==> src/rtl/smiley_move_ctrl_if.sv <==
// Smiley motion controller bus: frame/collision/key inputs and sprite position/busy outputs.
// master drives the inputs (frame logic, collision detector, keys); slave is the controller.
interface smiley_move_ctrl_if;
  logic        startOfFrame;
  logic        collision;
  logic [3:0]  HitEdgeCode;
  logic        toggleX;
  logic [10:0] topLeftX;
  logic [10:0] topLeftY;
  logic        busy;

  modport master (
    output startOfFrame, collision, HitEdgeCode, toggleX,
    input  topLeftX, topLeftY, busy
  );

  modport slave (
    input  startOfFrame, collision, HitEdgeCode, toggleX,
    output topLeftX, topLeftY, busy
  );
endinterface

==> src/rtl/smiley_move_ctrl.sv <==
// Smiley sprite per-frame motion: bounce, optional gravity (GRAVITY_EN), move, clamp to screen.
// Position valid 3 cycles after startOfFrame (4 with GRAVITY_EN); no backpressure, inputs sampled every cycle.
module smiley_move_ctrl #(
  parameter int INITIAL_X       = 280,
  parameter int INITIAL_Y       = 185,
  parameter int INITIAL_X_SPEED = 40,
  parameter int INITIAL_Y_SPEED = 20,
  parameter int FP_BITS         = 6,
  parameter int SCREEN_W        = 640,
  parameter int SCREEN_H        = 480,
  parameter int OBJ_W           = 32,
  parameter int OBJ_H           = 32
`ifdef GRAVITY_EN
  ,
  parameter int Y_ACCEL         = 1,
  parameter int MAX_Y_SPEED     = 230
`endif
) (
  input  logic               clk,
  input  logic               resetN,
  smiley_move_ctrl_if.slave  bus
);

`ifdef GRAVITY_EN
  typedef enum logic [2:0] {S_IDLE, S_BOUNCE, S_GRAVITY, S_MOVE, S_LIMIT} state_t;
`else
  typedef enum logic [2:0] {S_IDLE, S_BOUNCE, S_MOVE, S_LIMIT} state_t;
`endif

  localparam logic signed [17:0] X_MAX_PX  = 18'(SCREEN_W - OBJ_W);
  localparam logic signed [17:0] Y_MAX_PX  = 18'(SCREEN_H - OBJ_H);
  localparam logic signed [17:0] X_MAX_FP  = 18'((SCREEN_W - OBJ_W) << FP_BITS);
  localparam logic signed [17:0] Y_MAX_FP  = 18'((SCREEN_H - OBJ_H) << FP_BITS);
  localparam logic signed [17:0] X_RST_FP  = 18'(INITIAL_X << FP_BITS);
  localparam logic signed [17:0] Y_RST_FP  = 18'(INITIAL_Y << FP_BITS);
  localparam logic signed [11:0] X_RST_SPD = 12'(INITIAL_X_SPEED);
  localparam logic signed [11:0] Y_RST_SPD = 12'(INITIAL_Y_SPEED);

  state_t             state, state_nxt;
  logic signed [17:0] x_pos_fp, y_pos_fp, x_pos_nxt, y_pos_nxt;
  logic signed [11:0] x_speed, y_speed, x_spd_nxt, y_spd_nxt;
  logic [3:0]         hit_latch, hit_nxt;
  logic               toggle_pend, tog_nxt;
  logic [10:0]        top_x_nxt, top_y_nxt;

  logic               x_flip, y_flip;
  logic signed [17:0] x_px, y_px;
  logic signed [11:0] x_abs, y_abs;

  // A pending key toggle inverts whatever the bounce decided, so hit+toggle cancels out.
  assign x_flip = ((hit_latch[3] && x_speed[11]) ||
                   (hit_latch[1] && !x_speed[11] && (x_speed != '0))) ^ toggle_pend;
  assign y_flip = (hit_latch[2] && y_speed[11]) ||
                  (hit_latch[0] && !y_speed[11] && (y_speed != '0));

  assign x_px  = x_pos_fp >>> FP_BITS;
  assign y_px  = y_pos_fp >>> FP_BITS;
  assign x_abs = x_speed[11] ? -x_speed : x_speed;
  assign y_abs = y_speed[11] ? -y_speed : y_speed;

`ifdef GRAVITY_EN
  localparam logic signed [12:0] Y_SAT = 13'(MAX_Y_SPEED);
  logic signed [12:0] y_acc;
  logic signed [11:0] y_grav;
  assign y_acc  = {y_speed[11], y_speed} + 13'(Y_ACCEL);
  assign y_grav = (y_acc > Y_SAT) ? Y_SAT[11:0] : y_acc[11:0];
`endif

  always_comb begin
    state_nxt = state;
    x_pos_nxt = x_pos_fp;
    y_pos_nxt = y_pos_fp;
    x_spd_nxt = x_speed;
    y_spd_nxt = y_speed;
    top_x_nxt = bus.topLeftX;
    top_y_nxt = bus.topLeftY;
    hit_nxt   = bus.collision ? (hit_latch | bus.HitEdgeCode) : hit_latch;
    tog_nxt   = toggle_pend | bus.toggleX;
    case (state)
      S_IDLE: begin
        if (bus.startOfFrame) state_nxt = S_BOUNCE;
      end
      S_BOUNCE: begin
        x_spd_nxt = x_flip ? -x_speed : x_speed;
        y_spd_nxt = y_flip ? -y_speed : y_speed;
        // This frame's hits are consumed; a hit on this very cycle starts the next frame's latch.
        hit_nxt   = bus.collision ? bus.HitEdgeCode : 4'b0000;
        tog_nxt   = bus.toggleX;
`ifdef GRAVITY_EN
        state_nxt = S_GRAVITY;
`else
        state_nxt = S_MOVE;
`endif
      end
`ifdef GRAVITY_EN
      S_GRAVITY: begin
        y_spd_nxt = y_grav;
        state_nxt = S_MOVE;
      end
`endif
      S_MOVE: begin
        x_pos_nxt = x_pos_fp + {{6{x_speed[11]}}, x_speed};
        y_pos_nxt = y_pos_fp + {{6{y_speed[11]}}, y_speed};
        state_nxt = S_LIMIT;
      end
      S_LIMIT: begin
        top_x_nxt = x_px[10:0];
        top_y_nxt = y_px[10:0];
        if (x_px[17]) begin
          x_pos_nxt = '0;
          x_spd_nxt = x_abs;
          top_x_nxt = '0;
        end else if (x_px > X_MAX_PX) begin
          x_pos_nxt = X_MAX_FP;
          x_spd_nxt = -x_abs;
          top_x_nxt = X_MAX_PX[10:0];
        end
        if (y_px[17]) begin
          y_pos_nxt = '0;
          y_spd_nxt = y_abs;
          top_y_nxt = '0;
        end else if (y_px > Y_MAX_PX) begin
          y_pos_nxt = Y_MAX_FP;
          y_spd_nxt = -y_abs;
          top_y_nxt = Y_MAX_PX[10:0];
        end
        state_nxt = S_IDLE;
      end
      default: state_nxt = S_IDLE;
    endcase
  end

  always_ff @(posedge clk or negedge resetN) begin
    if (!resetN) begin
      state        <= S_IDLE;
      x_pos_fp     <= X_RST_FP;
      y_pos_fp     <= Y_RST_FP;
      x_speed      <= X_RST_SPD;
      y_speed      <= Y_RST_SPD;
      hit_latch    <= '0;
      toggle_pend  <= 1'b0;
      bus.topLeftX <= 11'(INITIAL_X);
      bus.topLeftY <= 11'(INITIAL_Y);
      bus.busy     <= 1'b0;
    end else begin
      state        <= state_nxt;
      x_pos_fp     <= x_pos_nxt;
      y_pos_fp     <= y_pos_nxt;
      x_speed      <= x_spd_nxt;
      y_speed      <= y_spd_nxt;
      hit_latch    <= hit_nxt;
      toggle_pend  <= tog_nxt;
      bus.topLeftX <= top_x_nxt;
      bus.topLeftY <= top_y_nxt;
      bus.busy     <= (state_nxt != S_IDLE);
    end
  end

endmodule

==> src/flat_wrapper.sv <==
// flat-port wrapper written by rule: the top's interface ports become plain ports
module smiley_move_ctrl_flat 
#(
  parameter int INITIAL_X       = 280,
  parameter int INITIAL_Y       = 185,
  parameter int INITIAL_X_SPEED = 40,
  parameter int INITIAL_Y_SPEED = 20,
  parameter int FP_BITS         = 6,
  parameter int SCREEN_W        = 640,
  parameter int SCREEN_H        = 480,
  parameter int OBJ_W           = 32,
  parameter int OBJ_H           = 32

)
  (clk, resetN, bus_startOfFrame, bus_collision, bus_HitEdgeCode, bus_toggleX, bus_topLeftX, bus_topLeftY, bus_busy);
  smiley_move_ctrl_if bus_i ();
  input  logic clk;
  input  logic resetN;
  input wire logic [$bits(bus_i.startOfFrame)-1:0] bus_startOfFrame;
  input wire logic [$bits(bus_i.collision)-1:0] bus_collision;
  input wire logic [$bits(bus_i.HitEdgeCode)-1:0] bus_HitEdgeCode;
  input wire logic [$bits(bus_i.toggleX)-1:0] bus_toggleX;
  output wire logic [$bits(bus_i.topLeftX)-1:0] bus_topLeftX;
  output wire logic [$bits(bus_i.topLeftY)-1:0] bus_topLeftY;
  output wire logic [$bits(bus_i.busy)-1:0] bus_busy;
  assign bus_i.startOfFrame = bus_startOfFrame;
  assign bus_i.collision = bus_collision;
  assign bus_i.HitEdgeCode = bus_HitEdgeCode;
  assign bus_i.toggleX = bus_toggleX;
  assign bus_topLeftX = bus_i.topLeftX;
  assign bus_topLeftY = bus_i.topLeftY;
  assign bus_busy = bus_i.busy;
  smiley_move_ctrl #(.INITIAL_X(INITIAL_X), .INITIAL_Y(INITIAL_Y), .INITIAL_X_SPEED(INITIAL_X_SPEED), .INITIAL_Y_SPEED(INITIAL_Y_SPEED), .FP_BITS(FP_BITS), .SCREEN_W(SCREEN_W), .SCREEN_H(SCREEN_H), .OBJ_W(OBJ_W), .OBJ_H(OBJ_H)) u_core (.clk(clk), .resetN(resetN), .bus(bus_i));
endmodule
==> config.mk <==
export PLATFORM = sky130hd
export DESIGN_NAME = smiley_move_ctrl_flat
export DESIGN_NICKNAME = d
export VERILOG_FILES = /design/src/rtl/smiley_move_ctrl_if.sv /design/src/rtl/smiley_move_ctrl.sv /design/src/flat_wrapper.sv
export SDC_FILE = /design/constraint.sdc
export NUM_CORES = 1
export LEC_CHECK = 0
export ABC_AREA = 1
export ABC_CLOCK_PERIOD_IN_PS = 2100
export BUFFER_PORTS_ARGS = -buffer_cell sky130_fd_sc_hd__buf_2
export CORE_MARGIN = 8
export CORE_UTILIZATION = 58
export CTS_BUF_LIST = sky130_fd_sc_hd__clkbuf_4
export CTS_CLUSTER_SIZE = 25
export DETAILED_ROUTE_END_ITERATION = 6
export PLACE_DENSITY = 0.89
export SLEW_MARGIN = 20
export SYNTH_ARGS = -nofsm -noshare
export SYNTH_HDL_FRONTEND = slang
export SYNTH_SLANG_ARGS = --single-unit
==> constraint.sdc <==
create_clock -name clk -period 2.1 [get_ports clk]
set_input_delay 0.105 -clock clk [delete_from_list [all_inputs] [get_ports clk]]
set_output_delay 0.105 -clock clk [all_outputs]
set_load 0.05 [all_outputs]
### Yosys cells after proc, flatten, opt, wreduce, memory -nomap -nowiden

Index checks and enable logic that the tools add are counted.

* bits of input ports: 9
* word-level logic and storage cells: 77
* register bits after elaboration: 91
* output and inout bits: 23

* equal/unequal tests: 7
* add/subtract/negate cells: 6
* bitwise gates (word level): 3
* mux-type cells: 26
* $lt $le $gt $ge: 2
* reduce and logical (&&, ||, !) cells: 21

Operators with widths (count)
* two-way mux 12 bit: 8
* one-hot mux 18 bit (2 select lines): 2
* two-way mux 17 bit: 4
* negation 12 bit: 4
* one-hot mux 12 bit (2 select lines): 2
* two-way mux 11 bit: 4
* adder 18 bit: 2
* nonzero test 12 bit: 2
* greater-than comparator 12 x 10 -> 1 bit, second input constant: 1
* greater-than comparator 12 x 11 -> 1 bit, second input constant: 1
* two-way mux 4 bit: 3
* one-hot mux 3 bit (3 select lines): 1
* == test 3 x 2 -> 1 bit, second input constant: 2
* logical AND 1 bit: 6
* != test 3 x 1 -> 1 bit, second input constant: 2
* AND reduction 3 bit: 2
* nonzero test 2 bit: 3
* != test 2 x 1 -> 1 bit, second input constant: 2
* bitwise OR 4 bit: 1
* AND reduction 2 bit: 2
* == test 3 x 1 -> 1 bit, second input constant: 1
* zero test 3 bit: 1
* two-way mux 3 bit: 1
* nonzero test 3 bit: 1
* other kinds (5): 7

### Depth between registers and ports, before layout

Gate-level depths: netlist of the first run.

* depth after elaboration: 7
* mapped depth: 15
* mapped depth without buffers: 15

### Least setup slack after synthesis of the first run

No wires, ideal clock.

* path type: register to register
* start: reg (tool-made name)
* end: reg u_core.y_speed[11]
* stages on the path, launching flop included: 15
* setup slack: 0.136 ns
* data required time: 1.984 ns
* library setup time: 0.116 ns
* arrival: 1.848 ns
* buffers on the path: 0
* clock period less this slack: 1.964 ns
* path through: dfstp_2 inv_1 ha_1 inv_1 nand2_1 o21ai_1 nand2_1 nor2_2 nand3_1 nor2_1 nand2_1 nand3_1 nand3_1 nand2_1 nand2_1

RTL lines
* end signal, assigned: RTL line smiley_move_ctrl.sv:150 `y_speed <= y_spd_nxt;`
* end, declared: RTL line smiley_move_ctrl.sv:41 `logic signed [11:0] x_speed, y_speed, x_spd_nxt, y_spd_nxt;`

### Worst setup path in the final report of the first run

* start: reg u_core.x_speed[3]
* end: reg u_core.x_speed[10]

* word-level cells in the longest chain between the ends: 6
* elaborated cells between the ends (all ways): 13
* those cells by class: add/sub: 2; eq/ne: 1; mux: 5; bitwise: 1; reduce/logical: 4

RTL lines
* start, declared: RTL line smiley_move_ctrl.sv:41
* start signal, assigned: RTL line smiley_move_ctrl.sv:149 `x_speed <= x_spd_nxt;`
* negation 12 bit or nonzero test 12 bit (tied branches): RTL line smiley_move_ctrl.sv:58, smiley_move_ctrl.sv:84, smiley_move_ctrl.sv:52
* two-way mux 12 bit or logical AND 1 bit (tied branches): RTL line smiley_move_ctrl.sv:58, smiley_move_ctrl.sv:52
* negation 12 bit or logical OR 1 bit (tied branches): RTL line smiley_move_ctrl.sv:115, smiley_move_ctrl.sv:51
* two-way mux 12 bit or XOR 1 bit (tied branches): RTL line smiley_move_ctrl.sv:113, smiley_move_ctrl.sv:52
* two-way mux 12 bit or != test 2 x 1 -> 1 bit (tied branches)
* one-hot mux 12 bit (2 select lines) or AND reduction 3 bit (tied branches)

Several ways; a longest one is shown, not always the timed one. The select of a mux whose other input is x is not followed.
A chain may end at the register's enable or synchronous reset.

==> results of run 1 <==
sequential cells by signal, indices dropped and copies added, names as in the netlist, named ones only:
name                 flops
u_core.state             3
u_core.y_pos_fp         16
u_core.x_speed           9
u_core.bus.busy          1
u_core.bus.topLeftX     11
u_core.hit_latch         4
u_core.bus.topLeftY     11
u_core.y_speed           9
u_core.x_pos_fp         16
u_core.toggle_pend       1
per-stage QoR:
stage | setup WS (ps) | TNS (ps) | hold slack (ps) | instances
CTS | 6.11 | 0 | 101 | 1054
detailed placement | -20.4 | -37.7 | 83.5 | 1027
global route | -65.6 | -318 | 118 | 1061
finish | 65.2 | 0 | 90.2 | 1061
floorplan | 136 | 0 | -191 | 855
global placement | 68.9 | 0 | 79.1 | 1027
routing by layer:
metal  up-vias  global-route usage  part of all wire
li1       2964                   -                 -
met1      2821               0.273              0.42
met2       233               0.379              0.49
met3        54              0.0357             0.054
met4         0               0.127             0.037
met5         -                   0                 0
how the worst min path moves through the flow:
stage	from	endpoint	slack (ps)	cells past startpoint
3_3_place_gp	resetN	u_core.bus.topLeftY[9]	80	1
4_1_cts	resetN	u_core.bus.topLeftY[9]	100	2
5_1_grt	resetN	u_core.bus.topLeftY[9]	120	2
6_report	resetN	u_core.bus.topLeftY[9]	90	2
3_5_place_dp	resetN	u_core.bus.topLeftY[9]	80	1
2_1_floorplan	resetN	asynchronous set/reset pin	-190	0
timing repair:
| action | 4_1_cts | 5_1_grt |
|---|---|---|
| buffers inserted | 0 | 7 |
| hold buffers | 11 | 0 |
| endpoints found under the setup margin | 7 | 28 |
| hold endpoints to repair | 68 | 0 |
| pin swaps | 0 | 18 |
| resized for setup | 3 | 70 |
logic make-up after synthesis:
kind of cell,after synthesis,synth area share
flip-flops,83,0.347
other,1,0.000620
XOR/XNOR,22,0.0318
AO/OA/AOI/OAI,172,0.162
adder cells (fa/ha/maj),40,0.0827
buffers and inverters,125,0.0802
AND/OR/NAND/NOR,412,0.295
layout make-up:
cell class | count | area [um2] | area share
Tap cell | 136 | 170 | 0.0241
Timing Repair Buffer | 75 | 528 | 0.0748
Multi-Input combinational cell | 647 | 3680 | 0.522
Clock buffer | 9 | 67.6 | 0.00957
Inverter | 104 | 395 | 0.0560
Clock inverter | 7 | 105 | 0.0149
Sequential cell | 83 | 2110 | 0.299
cells in the final DEF, fill, tap and decap left out, drive strengths merged, types with 9 or more instances in the layout:
master / instances
nand3: 77
clkbuf: 9
xor2: 13
nand2: 223
buf: 64
nor2: 89
dfstp: 20
inv: 108
o21bai: 9
dfrtp: 63
dlygate4sd3: 11
o21ai: 76
o22ai: 11
a21oi: 50
xnor2: 9
ha: 40
nand4: 9
power breakdown:
group | internal, W | leakage [nW] | switching (W) | total (W)
clock network | 0.000503 | 0.0895 | 0.000645 | 0.00115
registers | 0.00219 | 0.997 | 0.000593 | 0.00278
logic | 0.00281 | 2.49 | 0.00474 | 0.00755
==> parameters.txt, run 1 <==
Parameter                              Value

Global routing
  Total GRT Usage ... 0.226
  Aggregate global routing overflow ... 0
  First-pass GRT wire length ... approximately 27000 um
  Largest net degree at the start of global routing ... 53
  Antenna violations before repair ... 0
  Vias in the first global route ... 5874

Timing
  Final worst clock skew ... roughly 28 ps
  Setup repair after global routing missed its margin ... yes
  Highest clock rate ... 491 MHz
  Final Slew Violations ... 0
  Finish-stage setup viols ... 0
  Final Cycle Share ... 0.969
  Final critical delay including setup and external delays ... between 2000 and 2500 ps
  Number of endpoints with negative hold slack in the final report ... 0

Power and ir drop
  Leak ... 3.58 nW
  Worst-case vdd ir drop ... about 0.67 mV
  Total power per unit cell area ... between 1500 and 2000 mW/mm2
  Total power draw ... about 0.011 W

Worst setup path
  Critical path arrival ... 2430 ps
  Worst setup slack for register-to-register paths ... ~65 ps
  Source of the worst register-to-register timing path ... u_core.x_speed[3]
  Critical path data required time ... 2500 ps
  Critical path's top delay family ... flip-flops
  Delay of the slowest cell on the worst path ... roughly 620 ps
  Endpoint class of the critical path ... register
  Worst setup SP type ... register
  Worst path buffer plus inverter count ... 3
  Worst-path cell with the longest stage delay ... dfstp_2
  Endpoint of the worst-slack reg-to-reg timing path ... u_core.x_speed[10]
  Worst setup path start ... u_core.x_speed[3]
  Most frequent CP cell ... nand3_1
  Kind of critical path ... register to register
  Worst Path Max Fanout ... 5
  R2R cell count ... 12
  Crit-path cells ... inv_4, ha_4, nand2_2, o21ai_2, inv_1, ha_2, inv_2, nor3_4, nand3_2, nand3_1, nand3_1, a21oi_1
  Number of logic stages on the critical path including buffering ... 12
  Critical path capture point ... u_core.x_speed[10]

Drt
  Routed wirelength normalized by instance count ... roughly 15 um
  Routed via count divided by cell count ... about 5.7
  Drt pass-1 iters ... 5
  DRC Markers ... 0
  DRT Wirelength ... ~16000 um
  Detailed-route via count ... between 6000 and 7000
  Post-DRT Antenna Nets ... 0
  Violation count after the first detailed-route iteration ... roughly 560

Placement
  Quantity of I/O buffers inserted on ports ... 31
  Dpl hpwl ... around 11000 um
  Routability congestion estimate from global placement ... roughly 0.96
  Placed cell areas ... around 0.0065 mm2

Worst hold path
  Class of the worst hold path ... input pin to asynchronous set/reset pin

Run
  Max Cap Viol ... 0

Final layout
  Growth of design area from synthesis to finish ... 16.6%
  Final design instance area without fill ... just over 0.007 mm2
  Filler cell count in the final layout ... 790
  Layout cell share with drive strength beyond 1 ... 0.205
  Diode count ... 0
  Nets ... 969
  Final core utilization ... 0.690

Floorplanning
  Core Rows ... 37
  Die span in x ... between 100 and 150 um
  Area inside the core boundary ... slightly above 0.01 mm2
  I/O pin count ... 32
  Die area ... approximately 0.014 mm2
  Initial core utilization ... 0.592
  Vertical die dimension ... around 120 um

Clocking
  Maximum level of the CTS H-tree ... 3
  Reg clk slew, reported paths ... 150 ps
  CTS Buffer Depth ... 2
  Clock tree from TritonCTS ... yes
  Worst skew pair latency ... about 480 ps
  TritonCTS sink count ... 83
  CTS buffer count ... 9
  Clk Tree Root Cell ... clkbuf_4

Synth
  Share of synthesized registers carrying an async set or reset ... 1.00
  Flops & latches, synth ... 83
  Area contributors post-synth ... dfrtp_1, nand2_1, dfstp_2
  Post-synthesis sequential area ratio ... 0.347
  EDFF count, synth ... 0
  Biggest area consumer among synthesized cells ... dfrtp_1
  Synthesized Nets ... between 900 and 1000
  Top cells by instance count after synthesis ... nand2_1, inv_1, nor2_1, nand3_1, dfrtp_1
  Post-Syn Instances ... between 800 and 900
  Average footprint of a synthesized cell ... ~7.1 um2
  Post-synth top area share ... 0.260
  Number of library cell types mapped by synthesis ... 42
  Total of warnings raised by yosys ... 0
  Most repeated cell in the gate-level netlist after synthesis ... nand2_1
  Commonest register cell after synthesis ... dfrtp_1
  Cell area after technology mapping ... roughly 0.0061 mm2

Outcome
  Status ... finished, final reports clean
Note: power is estimated with default switching activity, not from simulation.
==> run 2: changes to the inputs <==
- CORE_MARGIN: 8 -> unset
- PLACE_DENSITY: 0.89 -> unset
- PLACE_DENSITY_LB_ADDON: unset -> 0.25
==> parameters.txt, run 2 (synthesis gave the netlist of run 1 again) <==
Parameter                              Value

Worst setup path
  Worst setup path start ... u_core.x_speed[3]
  Critical path's top delay family ... flip-flops
  Endpoint class of the critical path ... register
  Worst setup slack for register-to-register paths ... 20 ps (-40 ps)
  Critical path arrival ... 2440 ps (about the same)
  Worst-path cell with the longest stage delay ... dfstp_2
  Source of the worst register-to-register timing path ... u_core.x_speed[3]
  Worst setup SP type ... register
  Critical path data required time ... 2460 ps (-40 ps)
  Crit-path cells ... inv_4, ha_4, nand2_2, o21ai_2, inv_2, ha_1, nor2_2, xor2_1, nor2_1, o21ai_0, o21ai_1
  Worst Path Max Fanout ... 5 (unchanged)
  Kind of critical path ... register to register
  Delay of the slowest cell on the worst path ... 620 ps (about the same)
  Worst path buffer plus inverter count ... 2 (-1)

Timing
  Number of endpoints with negative hold slack in the final report ... 0 (unchanged)
  Final Slew Violations ... 0 (unchanged)
  Finish-stage setup viols ... 0 (unchanged)
  Final critical delay including setup and external delays ... 2080 ps (+43.6 ps)
  Final worst clock skew ... 20.0 ps (-7.78 ps)
  Highest clock rate ... 481 MHz (-2.1%)
  Final worst-path setup slack ... 21.6 ps (-43.6 ps)
  Final Cycle Share ... 0.990 (+0.0207)
  Total negative slack ... 0 ps (unchanged)
  Worst slack on hold paths ... 117 ps (+26.8 ps)

Clocking
  Worst skew pair latency ... 470 ps (about the same)
  Maximum level of the CTS H-tree ... 3 (unchanged)
  Clk Tree Root Cell ... clkbuf_4
  Clock tree from TritonCTS ... yes
  Reg clk slew, reported paths ... 140 ps (about the same)
  TritonCTS sink count ... 83 (unchanged)
  CTS Buffer Depth ... 2 (unchanged)
  CTS buffer count ... 9 (unchanged)

Floorplanning
  Die span in x ... 104 um (-12%)
  Vertical die dimension ... 104 um (-12%)
  I/O pin count ... 32 (unchanged)
  Die area ... 0.0108 mm2 (-22%)
  Initial core utilization ... 0.608 (+0.0164)
  Area inside the core boundary ... 0.00995 mm2 (-2.7%)
  Core Rows ... 36 (-2.7%)

Placement
  Dpl hpwl ... 11700 um (+4.5%)
  Quantity of I/O buffers inserted on ports ... 31 (unchanged)
  Routability congestion estimate from global placement ... 0.967 (+0.49%)
  Post-Place Setup Slack ... -78.5 ps (-58.1 ps)

Drt
  Detailed-route via count ... 6336 (+4.3%)
  Routed wirelength normalized by instance count ... 15.9 um (+6.5%)
  Post-DRT Antenna Nets ... 0 (unchanged)
  Violation count after the first detailed-route iteration ... 449 (-19%)
  DRT Wirelength ... 17100 um (+7.4%)
  Drt pass-1 iters ... 7 (+2)
  DRC Markers ... 2 (+2)
  Routed via count divided by cell count ... 5.92 (+3.5%)

Power and ir drop
  Worst-case vdd ir drop ... 0.878 mV (+30%)
  Leak ... 3.66 nW (+2.2%)
  Total power per unit cell area ... 1630 mW/mm2 (about the same)
  Total power draw ... 0.0117 W (+2.1%)

Final layout
  Most frequent cells in the layout ... nand2_1, inv_1, nor2_1
  Growth of design area from synthesis to finish ... 19.2%
  Final core utilization ... 0.724 (+0.0347)
  Nets ... 981 (+1.2%)
  Most common cell after layout, fill and taps aside ... nand2_1
  Diode count ... 0 (unchanged)
  Largest regs ... u_core.x_pos_fp: 16 flops, u_core.y_pos_fp: 16 flops
  Layout cell share with drive strength beyond 1 ... 0.223 (+0.0176)

Outcome
  Violated checks ... design-rule violations
  Status ... complete, but fails checks

Global routing
  Largest net degree at the start of global routing ... 51 (-3.8%)
  Antenna violations before repair ... 0 (unchanged)
  Vias in the first global route ... 6027 (+2.6%)
  Aggregate global routing overflow ... 0 (unchanged)
  First-pass GRT wire length ... 27200 um (+2.7%)
  Total GRT Usage ... 0.310 (+0.0842)

Worst hold path
  Class of the worst hold path ... input pin to asynchronous set/reset pin

Run
  Max Cap Viol ... 0 (unchanged)
## run 2: cell types whose count changed in the layout (fill, tap and decap cells not counted), sizes merged
cell	previous run	this run
buf	64	76
clkinv	0	3
inv	108	105
bufinv	2	1
clkbuf	9	10
## run 2: path summary, 6_finish.rpt
| path | cells after the start | to |
|---|---|---|
| max reg2reg | 11 | u_core.x_speed[4] |
| min reg2reg | 2 | u_core.bus.topLeftY[7] |
| min | 2 | u_core.y_speed[10] |
| min in group clk | 3 | u_core.toggle_pend |
| max in group asynchronous | 3 | u_core.x_pos_fp[10] |
| max | 11 | u_core.x_speed[4] |
## run 2: final cells by class
cell class / count / area [um2]
clock inverters: 6 / 63.8
multi-input cells: 647 / 3780
repair buffers: 87 / 618
inverters: 104 / 398
flip-flops and latches: 83 / 2110
clock buffers: 10 / 75.1
fillers: 733 / 2740
well taps: 133 / 166
## run 2: metrics by stage
stage	instance area, um2	std cells
after floorplan	6050	855
after global placement	6520	1028
after detailed placement	6520	1028
after CTS	6790	1055
after global routing	7210	1070
final	7210	1070
## run 2: timing repair
action / 4_1_cts / 5_1_grt
buffers inserted: 0 / 15
hold endpoints to repair: 55 / 0
hold buffers: 11 / 0
setup endpoints to repair: 11 / 29
resized for setup: 8 / 81
pin swaps: 3 / 20
## run 2: where the power goes
| part | switching [W] | internal, W |
|---|---|---|
| Combinational | 0.00507 | 0.00294 |
| Clock | 0.000622 | 0.000377 |
| Sequential | 0.000526 | 0.00219 |
| Total | 0.00622 | 0.00550 |
## run 2: worst register-to-register path: stages (launching register included)
cell and delay [ps]:
dfstp_2 620, inv_4 80, ha_4 270, nand2_2 60
o21ai_2 80, inv_2 80, ha_1 220, nor2_2 130
xor2_1 190, nor2_1 50, o21ai_0 130, o21ai_1 80
## run 2: layer usage
metal	track usage	vias up	wire length (um)
met5	0	-	0
li1	-	2982	-
met1	0.372	3014	6780
met2	0.542	273	8480
met3	0.0432	67	1080
met4	0.158	0	713
==> run 3: changes to the inputs <==
- ABC_AREA: 1 -> unset
==> parameters.txt, run 3 <==
Parameter                              Value

Synth
  Commonest register cell after synthesis ... dfrtp_1
  Biggest area consumer among synthesized cells ... dfrtp_1
  Most repeated cell in the gate-level netlist after synthesis ... dfrtp_1
  Post-synth top area share ... 0.267 (+0.00623)
  Cell area after technology mapping ... 0.00591 mm2 (-2.3%)
  Number of library cell types mapped by synthesis ... 74 (+76%)
  EDFF count, synth ... 0 (unchanged)
  Post-synthesis sequential area ratio ... 0.356 (+0.00831)
  Total of warnings raised by yosys ... 0 (unchanged)
  Area contributors post-synth ... dfrtp_1, dfstp_2, ha_1
  Share of synthesized registers carrying an async set or reset ... 1.00 (unchanged)
  Average footprint of a synthesized cell ... 9.21 um2 (+30%)
  Post-Syn Instances ... 642 (-25%)
  Top cells by instance count after synthesis ... dfrtp_1, nor2_1, ha_1, nand2_1, a21oi_1
  Flops & latches, synth ... 83 (unchanged)
  Synthesized Nets ... 691 (-24%)

Global routing
  Total GRT Usage ... 0.323 (+0.0128)
  Largest net degree at the start of global routing ... 53 (+3.9%)
  First-pass GRT wire length ... 26500 um (-2.6%)
  Aggregate global routing overflow ... 0 (unchanged)
  Antenna violations before repair ... 1 (+1)
  Vias in the first global route ... 5653 (-6.2%)

Clocking
  Clock tree from TritonCTS ... yes
  CTS Buffer Depth ... 2 (unchanged)
  Clk Tree Root Cell ... clkbuf_4
  TritonCTS sink count ... 83 (unchanged)
  Worst skew pair latency ... 490 ps (+20 ps)
  Reg clk slew, reported paths ... 160 ps (+20 ps)
  CTS buffer count ... 9 (unchanged)
  Maximum level of the CTS H-tree ... 3 (unchanged)

Worst setup path
  Worst setup SP type ... register
  Endpoint class of the critical path ... register
  Worst-path cell with the longest stage delay ... dfstp_2
  Critical path arrival ... 2800 ps (+360 ps)
  Critical path data required time ... 2490 ps (+30 ps)
  Worst path buffer plus inverter count ... 2 (unchanged)
  Number of logic stages on the critical path including buffering ... 10 (-1)
  Delay of the slowest cell on the worst path ... 610 ps (about the same)
  Worst Path Max Fanout ... 3 (-2)
  R2R cell count ... 10 (-1)
  Crit-path cells ... clkinv_4, buf_12, ha_4, nor3b_4, mux2i_2, a32oi_2, nor3_4, mux2i_1, o21ai_1, xnor2_1
  Critical path's top delay family ... flip-flops
  Kind of critical path ... register to register

Worst hold path
  Class of the worst hold path ... input pin to asynchronous set/reset pin

Floorplanning
  Die span in x ... 103 um (-1.2%)
  Die area ... 0.0106 mm2 (-2.3%)
  I/O pin count ... 32 (unchanged)
  Area inside the core boundary ... 0.00982 mm2 (-1.4%)
  Vertical die dimension ... 103 um (-1.2%)
  Initial core utilization ... 0.602 (-0.00603)
  Core Rows ... 36 (unchanged)

Outcome
  Status ... complete, but fails checks
  Violated checks ... negative setup slack

Timing
  Final worst-path setup slack ... -303 ps (-325 ps)
  Final critical delay including setup and external delays ... 2400 ps (+325 ps)
  Final Cycle Share ... 1.14 (+0.155)
  Final Slew Violations ... 0 (unchanged)
  Highest clock rate ... 416 MHz (-14%)
  Remaining max-slew budget at the tightest pin ... 0.566
  Worst slack on hold paths ... 127 ps (+9.73 ps)
  Number of endpoints with negative hold slack in the final report ... 0 (unchanged)
  Setup repair after global routing missed its margin ... yes
  Finish-stage setup viols ... 43 (+43)
  Final worst clock skew ... 22.1 ps (+2.09 ps)
  Worst-margin pin slew ... between 600 and 700 ps

Drt
  Drt pass-1 iters ... 5 (-2)
  Detailed-route via count ... 6157 (-2.8%)
  Violation count after the first detailed-route iteration ... 346 (-23%)
  DRC Markers ... 0 (-2)
  Routed wirelength normalized by instance count ... 21.5 um (+35%)
  Post-DRT Antenna Nets ... 0 (unchanged)
  Routed via count divided by cell count ... 6.54 (+10%)
  DRT Wirelength ... 20300 um (+19%)

Placement
  Number of cells in the design after placement ... 874 (-15%)
  Quantity of I/O buffers inserted on ports ... 31 (unchanged)
  Dpl hpwl ... 11400 um (-2.5%)
  Routability congestion estimate from global placement ... 0.918 (-5.0%)

Final layout
  Layout cell share with drive strength beyond 1 ... 0.439 (+0.216)
  Diode count ... 0 (unchanged)
  Nets ... 853 (-13%)
  Most common cell after layout, fill and taps aside ... buf_4
  Most frequent cells in the layout ... buf_4, nor2_1, dfrtp_1
  Filler cell count in the final layout ... 507 (-31%)
  Filler-free cell count of the finished design ... 942 (-12%)
  Largest regs ... u_core.x_pos_fp: 16 flops, u_core.y_pos_fp: 16 flops
  Growth of design area from synthesis to finish ... 41.4%

Power and ir drop
  Total power per unit cell area ... 1820 mW/mm2 (+12%)
  Worst-case vdd ir drop ... 1.72 mV (+96%)
  Leak ... 3.59 nW (-1.8%)

Run
  Max Cap Viol ... 0 (unchanged)
## run 3: layout make-up
class	instances	area, um2	area share
Clock buffer	9	67.6	0.00808
Inverter	14	67.6	0.00808
Multi-Input combinational cell	503	4360	0.521
Clock inverter	7	75.1	0.00898
Sequential cell	83	2110	0.253
Tap cell	133	166	0.0199
Timing Repair Buffer	193	1510	0.181
## run 3: where the power goes
group          switching [W]  internal (W)
clock               0.000666      0.000369
sequential          0.000722       0.00224
combinational        0.00589       0.00533
## run 3: timing repair
action                     4_1_cts  5_1_grt
cloned                           1        0
setup endpoints to repair       36       46
hold buffers                    11        0
pin swaps                       46       77
hold endpoints to repair        67        0
setup buffers                   16       29
gates resized for setup         59       92
## run 3: worst paths after layout
path                       slack (ps)                   start                endpoint
max                              -300                register       u_core.y_speed[9]
min                               130                  resetN      u_core.x_pos_fp[5]
max reg2reg                      -300                register       u_core.y_speed[9]
min reg2reg                       490  u_core.bus.topLeftX[9]  u_core.bus.topLeftX[9]
max in group asynchronous        1320                  resetN     u_core.x_pos_fp[14]
min in group clk                  350             bus_toggleX      u_core.toggle_pend
## run 3: logic make-up after synthesis
family | synth area share
xor gates and xnor gates | 0.0622
DFF | 0.356
adders and majority gates | 0.0847
other | 0.000634
AOI/OAI and AO/OA | 0.251
and+or+nand+nor | 0.176
buffers and inverters | 0.0389
muxes | 0.0313
## run 3: per-stage QoR
stage / setup slack, ps / power, W / setup TNS (ps) / area (um2) / utilization
detailed placement: -277 / 0.0111 / -5550 / 7100 / 0.723
global route: -486 / 0.0161 / -11720 / 8360 / 0.851
global placement: -218 / 0.0107 / -3960 / 7100 / 0.723
finish: -303 / 0.0152 / -6410 / 8360 / 0.851
floorplan: -130 / 0.00840 / -1170 / 6130 / -
CTS: -169 / 0.0130 / -2750 / 7760 / 0.790
## run 3: per-layer routing
layer / GRT usage / wire length [um] / up-vias
met5: 0 / 13 / -
met4: 0.143 / 1140 / 2
met3: 0.0414 / 1560 / 112
met2: 0.606 / 10300 / 330
met1: 0.365 / 7310 / 3007
li1: - / - / 2706
